## src/rtl/divider_if.sv

```systemverilog
// Operand/result bundle between the issue logic and the iterative divider.
// The master drives the request; the slave returns the registered result and the ready pulse.
interface divider_if;
    logic        signed_div;
    logic [31:0] opdata1;
    logic [31:0] opdata2;
    logic        start;
    logic        annul;
    logic [63:0] result;
    logic        ready;

    modport master (
        output signed_div, opdata1, opdata2, start, annul,
        input  result, ready
    );

    modport slave (
        input  signed_div, opdata1, opdata2, start, annul,
        output result, ready
    );
endinterface

```

## src/rtl/divider.sv

```systemverilog
// Restoring radix-2 32-bit DIV/DIVU unit: 33-cycle latency, result {remainder, quotient}.
// Define DIV_ZERO_FAST_EN to short-circuit a zero divisor through DZERO (2-cycle latency, result 0).
module divider (
    input  logic     clk,
    input  logic     resetn,
    divider_if.slave bus
);

    localparam logic [1:0] IDLE  = 2'd0;
    localparam logic [1:0] BUSY  = 2'd1;
    localparam logic [1:0] DONE  = 2'd2;
`ifdef DIV_ZERO_FAST_EN
    localparam logic [1:0] DZERO = 2'd3;
`endif

    logic [1:0]  state;
    logic [5:0]  count;
    logic [31:0] rem;
    logic [31:0] quo;
    logic [31:0] dvs;
    logic        neg_q;
    logic        neg_r;
    logic [63:0] result_r;
    logic        ready_r;

    logic [31:0] mag1;
    logic [31:0] mag2;
    logic [32:0] shifted;
    logic [32:0] diff;
    logic [31:0] rem_next;
    logic [31:0] quo_next;
    logic [31:0] q_fix;
    logic [31:0] r_fix;

    // Magnitudes of the signed operands; 0x80000000 maps onto itself, which is the correct unsigned magnitude.
    assign mag1 = (bus.signed_div && bus.opdata1[31]) ? (~bus.opdata1 + 32'd1) : bus.opdata1;
    assign mag2 = (bus.signed_div && bus.opdata2[31]) ? (~bus.opdata2 + 32'd1) : bus.opdata2;

    assign shifted  = {rem, quo[31]};
    assign diff     = shifted - {1'b0, dvs};
    assign rem_next = diff[32] ? shifted[31:0] : diff[31:0];
    assign quo_next = {quo[30:0], ~diff[32]};

    assign q_fix = neg_q ? (~quo_next + 32'd1) : quo_next;
    assign r_fix = neg_r ? (~rem_next + 32'd1) : rem_next;

    assign bus.result = result_r;
    assign bus.ready  = ready_r;

    always_ff @(posedge clk) begin
        if (!resetn) begin
            state    <= IDLE;
            count    <= 6'd0;
            rem      <= 32'd0;
            quo      <= 32'd0;
            dvs      <= 32'd0;
            neg_q    <= 1'b0;
            neg_r    <= 1'b0;
            result_r <= 64'd0;
            ready_r  <= 1'b0;
        end else if (bus.annul) begin
            state   <= IDLE;
            ready_r <= 1'b0;
        end else begin
            ready_r <= 1'b0;
            case (state)
                IDLE: begin
                    if (bus.start) begin
                        rem   <= 32'd0;
                        quo   <= mag1;
                        dvs   <= mag2;
                        neg_q <= bus.signed_div & (bus.opdata1[31] ^ bus.opdata2[31]);
                        neg_r <= bus.signed_div & bus.opdata1[31];
                        count <= 6'd0;
`ifdef DIV_ZERO_FAST_EN
                        if (bus.opdata2 == 32'd0)
                            state <= DZERO;
                        else
                            state <= BUSY;
`else
                        state <= BUSY;
`endif
                    end
                end
                BUSY: begin
                    rem   <= rem_next;
                    quo   <= quo_next;
                    count <= count + 6'd1;
                    // The 32nd step writes the fixed-up result directly so ready and result land together.
                    if (count == 6'd31) begin
                        state    <= DONE;
                        ready_r  <= 1'b1;
                        result_r <= {r_fix, q_fix};
                    end
                end
                DONE: begin
                    state <= IDLE;
                end
`ifdef DIV_ZERO_FAST_EN
                DZERO: begin
                    state    <= DONE;
                    ready_r  <= 1'b1;
                    result_r <= 64'd0;
                end
`endif
                default: begin
                    state <= IDLE;
                end
            endcase
        end
    end

endmodule

```

## src/flat_wrapper.sv

```systemverilog
// flat-port wrapper written by rule: the top's interface ports become plain ports
module divider_flat 
  (clk, resetn, bus_signed_div, bus_opdata1, bus_opdata2, bus_start, bus_annul, bus_result, bus_ready);
  divider_if bus_i ();
  input  logic clk;
  input  logic resetn;
  input wire logic [$bits(bus_i.signed_div)-1:0] bus_signed_div;
  input wire logic [$bits(bus_i.opdata1)-1:0] bus_opdata1;
  input wire logic [$bits(bus_i.opdata2)-1:0] bus_opdata2;
  input wire logic [$bits(bus_i.start)-1:0] bus_start;
  input wire logic [$bits(bus_i.annul)-1:0] bus_annul;
  output wire logic [$bits(bus_i.result)-1:0] bus_result;
  output wire logic [$bits(bus_i.ready)-1:0] bus_ready;
  assign bus_i.signed_div = bus_signed_div;
  assign bus_i.opdata1 = bus_opdata1;
  assign bus_i.opdata2 = bus_opdata2;
  assign bus_i.start = bus_start;
  assign bus_i.annul = bus_annul;
  assign bus_result = bus_i.result;
  assign bus_ready = bus_i.ready;
  divider u_core (.clk(clk), .resetn(resetn), .bus(bus_i));
endmodule
```

## config.mk

```make
export PLATFORM = sky130hd
export DESIGN_NAME = divider_flat
export DESIGN_NICKNAME = d
export VERILOG_FILES = /design/src/rtl/divider_if.sv /design/src/rtl/divider.sv /design/src/flat_wrapper.sv
export SDC_FILE = /design/constraint.sdc
export NUM_CORES = 1
export LEC_CHECK = 0
export BUFFER_PORTS_ARGS = -buffer_cell sky130_fd_sc_hd__buf_2
export CORE_ASPECT_RATIO = 1.1
export CORE_UTILIZATION = 53
export CTS_BUF_LIST = sky130_fd_sc_hd__clkbuf_16
export DETAILED_ROUTE_END_ITERATION = 10
export PLACE_DENSITY = 0.75
export SYNTH_ARGS = -nofsm -noshare
export SYNTH_HDL_FRONTEND = slang
export SYNTH_SLANG_ARGS = --single-unit
```

## constraint.sdc

```tcl
create_clock -name clk -period 6.35 [get_ports clk]
set_input_delay 0.9525 -clock clk [delete_from_list [all_inputs] [get_ports clk]]
set_output_delay 0.9525 -clock clk [all_outputs]
set_load 0.02 [all_outputs]
```

# After elaboration in Yosys (flattened, before gate mapping)
# Index checks and enable logic that the tools add are counted.
[word_totals]
reg_bits = 171
wordCells = 55
[op_classes]
reduce_logical = 10
n_bitwise = 11
muxes = 15
n_eq_ne = 4
addsub = 6
[ops]
columns = ["op", "n"]
rows = [
  ["$mux W32", 7],
  ["$add A32 B1 Y32 const B", 4],
  ["$not A32 Y32", 4],
  ["$pmux W32 S2", 2],
  ["$sub A33 B32 Y33", 1],
  ["$pmux W6 S2", 1],
  ["$reduce_and A3 Y1", 3],
  ["$add A6 B1 Y6 const B", 1],
  ["$eq A6 B5 Y1 const B", 1],
  ["$mux W6", 1],
  ["$mux W2", 2],
  ["$not A1 Y1", 4],
  ["$pmux W2 S2", 1],
  ["$reduce_or A3 Y1", 1],
  ["$and A1 B1 Y1", 2],
  ["$eq A2 B1 Y1 const B", 1],
  ["$logic_and A1 B1 Y1", 2],
  ["$logic_not A2 Y1", 1],
  ["$ne A2 B1 Y1 const B", 1],
  ["$ne A2 B2 Y1 const B", 1],
  ["$reduce_and A2 Y1", 1],
  ["$reduce_bool A2 Y1", 1],
  ["$reduce_or A2 Y1", 1],
  ["$mux W1", 1],
  ["$xor A1 B1 Y1", 1],
]

# Longest topological paths before layout
# Gate-level depths: netlist (run 1).
[logic_depth]
word_depth = 5
depth_mapped = 23
ltp_nobuf = 21

# Worst setup path before layout (run 1)
# OpenSTA, ideal clock, no wires.
[synth_path]
path_type = "register -> register"
from = "reg u_core.quo[31]"
to = "reg u_core.result_r[62] (netlist: u_core.bus.result[62])"
setup_time_ps = 132
required_time_ps = 6218
t_arrival_ps = 4828
synth_period_minus_slack_ps = 4960
slack_ps = 1390
stages_incl_launch_ff = 23
cell_sequence = "dfxtp_1 > inv_1 > ha_1 > fa_1 > nand2b_1 > a211oi_2 > o211ai_2 > a21oi_4 > o21a_4 > nor2_8 > inv_2 > clkbuf_1 > clkbuf_1 > nor2_1 > a21oi_1 > ha_1 > nand4_1 > nor3_1 > a22oi_1 > or4_4 > or4_1 > mux2i_1 > a21oi_1"
[synth_between]
elab_chain_len = 5
[synth_rtl]
columns = ["item", "line", "rtl"]
rows = [
  ["start: declaration", "divider.sv:19", "logic [31:0] quo;"],
  ["start signal: assignment", "divider.sv:70", "quo <= mag1;"],
  ["start signal: assignment", "divider.sv:87", "quo <= quo_next;"],
  ["$sub A33 B32 Y33", "divider.sv:40", "assign diff = shifted - {1'b0, dvs};"],
  ["$mux W32 *", "divider.sv:41", "assign rem_next = diff[32] ? shifted[31:0] : diff[31:0];"],
  ["$not A32 Y32", "divider.sv:45", "assign r_fix = neg_r ? (~rem_next + 32'd1) : rem_next;"],
  ["$add A32 B1 Y32", "divider.sv:45", ""],
  ["$mux W32 *", "divider.sv:45", ""],
  ["end signal: assignment", "divider.sv:93", "result_r <= {r_fix, q_fix};"],
  ["end: declaration", "divider.sv:23", "logic [63:0] result_r;"],
]
# Every way passes the cells marked *; elsewhere a longest branch is shown, timed or not.
# A chain may end at the register's enable or synchronous reset.

# Worst setup path in the final report (run 1)
# Same ends and word-level chain as after synthesis.

==> impl_metrics.toml, run 1 <==
[layout]
areaGrowthSynthToFinish_pct = 12.1
mostFrequentLayoutCell = "sky130_fd_sc_hd__nand2_1"
proportion_of_layout_cells_with_a_drive_suffix_above_1_pct = 13.2
n_fill_cell = 1867
multi_input_comb_area_um2 = 7370
register_area_um2 = 3420
mostFrequentLayoutCells = "sky130_fd_sc_hd__nand2_1, sky130_fd_sc_hd__dfxtp_1, sky130_fd_sc_hd__nor2_1, sky130_fd_sc_hd__a21oi_1, sky130_fd_sc_hd__buf_2"
layout.nets = 1681
diodes_inserted = 0

[cts]
buffer_type_at_the_clock_tree_root = "sky130_fd_sc_hd__clkbuf_16"
clk-insertion-delay-late_ns = 0.44
cts_tree = "done"
clock_tree.htree_level_count = 4
postCtsSetupRepairBufs = 0
ctsHoldBuffers = 0
cts_inserted_buffers = 17
clk_pin_slew_ns = 0.07
max-clock-path-buffers = 2
cts_resized = 0
clock_net_sink_count = 171

[drt]
detailroute.via_count = 11298
detail_route.wl_per_cell_um = 17.5
drt-total-wl_mm = 32.7
routed_via_density = 6.04
drt_first_iter_violations = 825
drt_first_pass_iters = 5
drc = 0
ant_nets = 0

[power_and_ir_drop]
p_int_uw = 1860
p_clk_share_pct = 37.4
power.leakage_uw = 0.00493
pwr-share-comb_pct = 21.5
power_per_cell_area_nw_per_um2 = 217
switchingPower_uw = 892
seq_power_share_pct = 41.1
netSwitchingFraction_pct = 32.4
peak_ir_drop_on_the_vdd_network_mv = 0.173

[die]
start_util_pct = 54.6
die_h_um = 155
top_level_ports = 134
die_width_um = 141
floorplan.rows = 55
coreArea_um2 = 20700
die-area_um2 = 21900

[synthesis]
synth_seq_cells = 171
synth-warning-count = 0
post_synth.cell_area_avg_um2 = 7.56
synth.yosys.seq_area_share_pct = 30.3
syn_inst = 1495
synth_ff_type = "sky130_fd_sc_hd__dfxtp_1"
postSynth.asyncResetShare_pct = 0
number_of_synthesized_flops_with_an_enable_pin = 0
netlist_area_um2 = 11300
synth.lib_cells_used.distinct = 83
syn_nets = 1602

[timing]
endpoints_failing_hold = 0
final_min_period_over_clock_period_pct = 83.9
worst_hold_slack_ns = 0.447
final.min_clock_period_ns = 5.33
timing_max_transition_violations_final = 0
rsz0062_at_grt = "no"
fmaxAchievable_ghz = 0.188
timing.slew.headroom_pct = 31.7
worst_slack_ns = 1.02
fin_tns_setup_ns = 0
timing.clock.skew_ns = 0.0118
max_slew.worst_pin.slew_ns = 1.02
total_setup_violations_reported_at_the_end_of_the_flow = 0

[placed_design]
detailedPlace.worstSlack_ns = 1.12
globalplace.congestion = 0.941
buffer_ports.inserted = 133
post-dp-hpwl_mm = 24.3

[worst_setup_path]
timing.critical_path.required_ns = 6.64
critical_path.startpoint = "u_core.quo[31]$_SDFFE_PN0P_"
path_max_fanout = 38
crit_path_end_kind = "flop"
worstSetupStartpointType = "flop"
worst_ep_arrival_time_ns = 5.62
timing.rr.start = "u_core.quo[31]$_SDFFE_PN0P_"
setup_cp_type = "reg2reg"

[flow_run]
maxCapViolations = 0

[global_routing]
grt_max_degree = 73
overflow = 0
grt_util_all_layers_pct = 30.4
number_of_antenna_violations_at_the_first_check_in_global_routing = 0
grt_pass1_wl_mm = 53.1
first_global_vias = 10238

[outcome]
run_status = "complete, no violations"

[hold_path]
min-delay-path-class = "reg2reg"
min-delay-start = "u_core.bus.result[22]$_SDFFE_PN0P_"
-- stage by stage --
step / util [%] / std cells / area, µm² / total power [µW]
final: 61.2 / 1872 / 12700 / 2750
after global routing: 61.2 / 1872 / 12700 / 2860
after CTS: 61.2 / 1872 / 12700 / 2750
after detailed placement: 58.5 / 1840 / 12100 / 1730
after global placement: 58.5 / 1840 / 12100 / 1730
after floorplan: - / 1495 / 11300 / 1570
-- worst max-delay path: stages, from the launching register on --
cell	delay [ns]
sky130_fd_sc_hd__dfxtp_1	0.37
sky130_fd_sc_hd__inv_1	0.06
sky130_fd_sc_hd__ha_1	0.22
sky130_fd_sc_hd__fa_1	0.41
sky130_fd_sc_hd__nand2b_1	0.19
sky130_fd_sc_hd__a211oi_2	0.33
sky130_fd_sc_hd__o211ai_2	0.18
sky130_fd_sc_hd__a21oi_4	0.24
sky130_fd_sc_hd__o21a_4	0.23
sky130_fd_sc_hd__nor2_8	0.05
sky130_fd_sc_hd__inv_2	0.11
sky130_fd_sc_hd__buf_4	0.36
sky130_fd_sc_hd__nor2_1	0.07
sky130_fd_sc_hd__a21oi_1	0.23
sky130_fd_sc_hd__ha_1	0.28
sky130_fd_sc_hd__nand4_1	0.12
sky130_fd_sc_hd__nor3_1	0.16
sky130_fd_sc_hd__a22oi_1	0.12
sky130_fd_sc_hd__buf_4	0.22
sky130_fd_sc_hd__or4_4	0.57
sky130_fd_sc_hd__or4_1	0.43
sky130_fd_sc_hd__mux2i_1	0.16
sky130_fd_sc_hd__a21oi_1	0.08
-- registers in the layout, indices dropped and copies added (netlist names) --
name               count
u_core.bus.ready       1
u_core.bus.result     64
u_core.count           6
u_core.dvs            32
u_core.neg_q           1
u_core.neg_r           1
u_core.quo            32
u_core.rem            32
u_core.state           2
-- area by class of cell --
class,count,share of cell area (%)
clock inverter,15,1.10
sequential,171,27.0
timing repair buffer,146,6.02
multi-input combinational,1185,58.1
tap,285,2.81
inverter,53,1.58
clock buffer,17,3.36
-- logic make-up after synthesis --
family / Yosys count / share of synthesized area [%]
compound gates: 466 / 26.3
xor+xnor: 125 / 9.68
fa+ha+maj: 38 / 4.27
buf+inv: 139 / 4.78
flops: 171 / 30.3
mux: 29 / 2.59
simple gates: 527 / 22.1
-- routing by layer --
layer | up-vias | share of wire (%) | track usage, %
li1 | 5555 | - | -
met1 | 5284 | 43 | 37.7
met2 | 388 | 49 | 52.9
met3 | 71 | 4.8 | 4.00
met4 | 0 | 3.3 | 12.5
met5 | - | 0 | 0
-- power by group through the flow --
stage | combinational [µW] | clock, µW | sequential (µW)
6_report | 592 | 1030 | 1130
3_3_place_gp | 575 | 0 | 1150
4_1_cts | 584 | 1040 | 1130
3_5_place_dp | 580 | 0 | 1150
2_1_floorplan | 422 | 0 | 1150
5_1_grt | 649 | 1080 | 1130
-- synthesized netlist by cell type, types with 13 or more instances --
cell type                  number  share of area [%]
sky130_fd_sc_hd__ha_1          37                4.1
sky130_fd_sc_hd__nor2_1       165                5.5
sky130_fd_sc_hd__o21ai_0      106                4.7
sky130_fd_sc_hd__dfxtp_1      171                 30
sky130_fd_sc_hd__o41ai_1       14                1.1
sky130_fd_sc_hd__inv_1         52                1.7
sky130_fd_sc_hd__o31ai_1       21                1.4
sky130_fd_sc_hd__clkbuf_1      73                2.4
sky130_fd_sc_hd__a31oi_1       15               0.83
sky130_fd_sc_hd__nor2b_1       13               0.72
sky130_fd_sc_hd__nand3_1       27                1.2
sky130_fd_sc_hd__nor3_1        28                1.2
sky130_fd_sc_hd__or3_1         17               0.94
sky130_fd_sc_hd__xor2_1        68                5.3
sky130_fd_sc_hd__a21oi_1      146                6.5
sky130_fd_sc_hd__nand2_1      174                5.8
sky130_fd_sc_hd__mux2i_1       27                2.4
sky130_fd_sc_hd__a211oi_1      74                4.9
sky130_fd_sc_hd__xnor2_1       57                4.4
sky130_fd_sc_hd__nor4_1        16               0.89
-- final timing paths --
path	endpoint	slack (ns)	depth (start not counted)
hold reg to reg	u_core.bus.result[22]$_SDFFE_PN0P_	0.45	2
setup reg to reg	u_core.bus.result[62]$_SDFFE_PN0P_	1.02	22
setup / recovery	u_core.bus.result[62]$_SDFFE_PN0P_	1.02	22
hold / removal	u_core.bus.result[22]$_SDFFE_PN0P_	0.45	2
Note: power is estimated with default switching activity, not from simulation.
==> run 2, diff against run 1 <==
Clock period 6.35 ns to 5.3 ns, I/O delays scaled along.
==> impl_metrics.toml, run 2 (same netlist as run 1, synthesis figures left out) <==
[flow_run]
maxCapViolations = 0

[worst_setup_path]
r2r_setup_slack_ns = 0.50
critical_path.startpoint = "u_core.quo[31]$_SDFFE_PN0P_"
worst_ep_arrival_time_ns = 5.09
crit_path_end_kind = "flop"
crit_path_top_delay_cell = "sky130_fd_sc_hd__or4_4"
timing.critical_path.required_ns = 5.59
timing.critical_path.cells = "inv_1 > ha_1 > fa_1 > nand2b_1 > a211oi_2 > o211ai_2 > a21oi_4 > o21a_4 > nor2_8 > inv_2 > nor2_1 > a21oi_1 > ha_1 > nand4_1 > nor3_1 > a22oi_1 > or4_4 > or4_1 > mux2i_1 > a21oi_1"
timing_endpoint_of_the_critical_path = "u_core.bus.result[62]$_SDFFE_PN0P_"
setup_cp_type = "reg2reg"
r2r_end = "u_core.bus.result[62]$_SDFFE_PN0P_"
critPathMaxStageDelay_ns = 0.64
timing.rr.start = "u_core.quo[31]$_SDFFE_PN0P_"
rr_worst_depth = 20
path_max_fanout = 6
worstSetupStartpointType = "flop"

[placed_design]
post-dp-hpwl_mm = 24.5
buffer_ports.inserted = 133
globalplace.congestion = 0.957

[drt]
drc = 0
wl_met1_mm = 14.1
drt-total-wl_mm = 32.5
drt_first_pass_iters = 6
ant_nets = 0
detailroute.via_count = 11294
routed_via_density = 6.03
detail_route.wl_per_cell_um = 17.4
detailed_route_wirelength_on_metal3_mm = 1.31
drt_first_iter_violations = 672
maxUsedRoutingLayer = "met4"
met2RoutedLength_mm = 15.8

[timing]
rsz0062_at_grt = "no"
final.min_clock_period_ns = 4.80
endpoints_failing_hold = 0
fin_tns_setup_ns = 0
fmaxAchievable_ghz = 0.208
total_setup_violations_reported_at_the_end_of_the_flow = 0
timing.clock.skew_ns = 0.0167
timing.slew.headroom_pct = 28.8
timing_max_transition_violations_final = 0
final_min_period_over_clock_period_pct = 90.5
max_slew.worst_pin.slew_ns = 1.05

[layout]
mostFrequentLayoutCells = "sky130_fd_sc_hd__nand2_1, sky130_fd_sc_hd__dfxtp_1, sky130_fd_sc_hd__nor2_1, sky130_fd_sc_hd__a21oi_1, sky130_fd_sc_hd__buf_2"
proportion_of_layout_cells_with_a_drive_suffix_above_1_pct = 13.3
diodes_inserted = 0
areaGrowthSynthToFinish_pct = 12.4
largest_reg_flops = 64
mostFrequentLayoutCell = "sky130_fd_sc_hd__nand2_1"
layout.nets = 1683

[die]
die_width_um = 141
coreArea_um2 = 20700
top_level_ports = 134
start_util_pct = 54.6
floorplan.rows = 55
die-area_um2 = 21900
die_h_um = 155

[cts]
clk_pin_slew_ns = 0.07
clk-insertion-delay-late_ns = 0.44
ctsHoldBuffers = 0
clock_tree.htree_level_count = 4
buffer_type_at_the_clock_tree_root = "sky130_fd_sc_hd__clkbuf_16"
clock_net_sink_count = 171
cts_inserted_buffers = 17
cts_tree = "done"
max-clock-path-buffers = 2

[global_routing]
grt_util_all_layers_pct = 30.2
number_of_antenna_violations_at_the_first_check_in_global_routing = 0
grt_pass1_wl_mm = 52.9
overflow = 0
grt_max_degree = 71
first_global_vias = 10573

[power_and_ir_drop]
power_per_cell_area_nw_per_um2 = 262
fin_total_pwr_uw = 3330
p_int_uw = 2270
seq_power_share_pct = 40.7
p_clk_share_pct = 38.0
switchingPower_uw = 1060
peak_ir_drop_on_the_vdd_network_mv = 0.207
netSwitchingFraction_pct = 31.8
power.leakage_uw = 0.00494
pwr-share-comb_pct = 21.3

[hold_path]
min-delay-path-class = "reg2reg"

[outcome]
run_status = "complete, no violations"
run 2: cell types whose count changed in the layout (fill, tap and decap cells not counted), moves of 2 or more:
cell,delta
sky130_fd_sc_hd__inv_6,-4
sky130_fd_sc_hd__inv_1,+2
sky130_fd_sc_hd__clkinv_4,+3
sky130_fd_sc_hd__buf_4,+2
sky130_fd_sc_hd__clkinv_2,-2
run 2: power groups by stage:
stage                     clock network, µW  registers, µW  logic (µW)
after global routing                   1330           1360         775
after detailed placement                  0           1380         694
after global placement                    0           1380         689
after floorplan                           0           1370         505
final                                  1260           1350         709
after CTS                              1270           1350         699
run 2: layout make-up:
type | instances | area [µm²]
clock buffers | 17 | 425
inverters | 53 | 200
well taps | 285 | 357
repair buffers | 148 | 778
multi-input cells | 1185 | 7370
clock inverters | 14 | 149
fillers | 1903 | 8010
flip-flops and latches | 171 | 3420
run 2: layer usage:
layer | up-vias | global-route usage [%]
met5 | - | 0
met4 | 0 | 13.7
met3 | 85 | 3.63
met2 | 357 | 52.5
met1 | 5279 | 37.2
li1 | 5573 | -
run 2: timing repair:
| item | 4_1_cts | 5_1_grt |
|---|---|---|
| buffers inserted | 0 | 0 |
| setup endpoints to repair | 0 | 1 |
| resized for setup | 0 | 1 |
run 2: through the flow:
step           hold slack [ns]  cells  setup WS [ns]  cell area, µm²  utilization (%)
2_1_floorplan            0.432   1495          0.340           11300                -
3_3_place_gp             0.438   1842          0.644           12100             58.6
6_report                 0.448   1873          0.501           12700             61.3
4_1_cts                  0.450   1873          0.496           12700             61.3
5_1_grt                  0.461   1873          0.136           12700             61.3
3_5_place_dp             0.440   1842          0.508           12100             58.6
run 2: critical path: cells and delay by family (launching register included):
family	cells	cell delay, ns
flops	1	0.38
simple gates	7	1.62
buf+inv	2	0.15
mux	1	0.17
fa+ha+maj	3	0.89
compound gates	7	1.47
run 2: how the worst min path moves through the flow:
stage | from | end | slack [ns] | cells after the start
CTS | u_core.bus.result[40]$_SDFFE_PN0P_ | u_core.bus.result[40]$_SDFFE_PN0P_ | 0.45 | 2
detailed placement | u_core.bus.result[40]$_SDFFE_PN0P_ | u_core.bus.result[40]$_SDFFE_PN0P_ | 0.44 | 2
global route | u_core.bus.result[45]$_SDFFE_PN0P_ | u_core.bus.result[45]$_SDFFE_PN0P_ | 0.46 | 2
finish | u_core.bus.result[40]$_SDFFE_PN0P_ | u_core.bus.result[40]$_SDFFE_PN0P_ | 0.45 | 2
global placement | u_core.bus.result[25]$_SDFFE_PN0P_ | u_core.bus.result[25]$_SDFFE_PN0P_ | 0.44 | 2
floorplan | u_core.dvs[16]$_SDFFE_PN0P_ | u_core.dvs[16]$_SDFFE_PN0P_ | 0.43 | 2
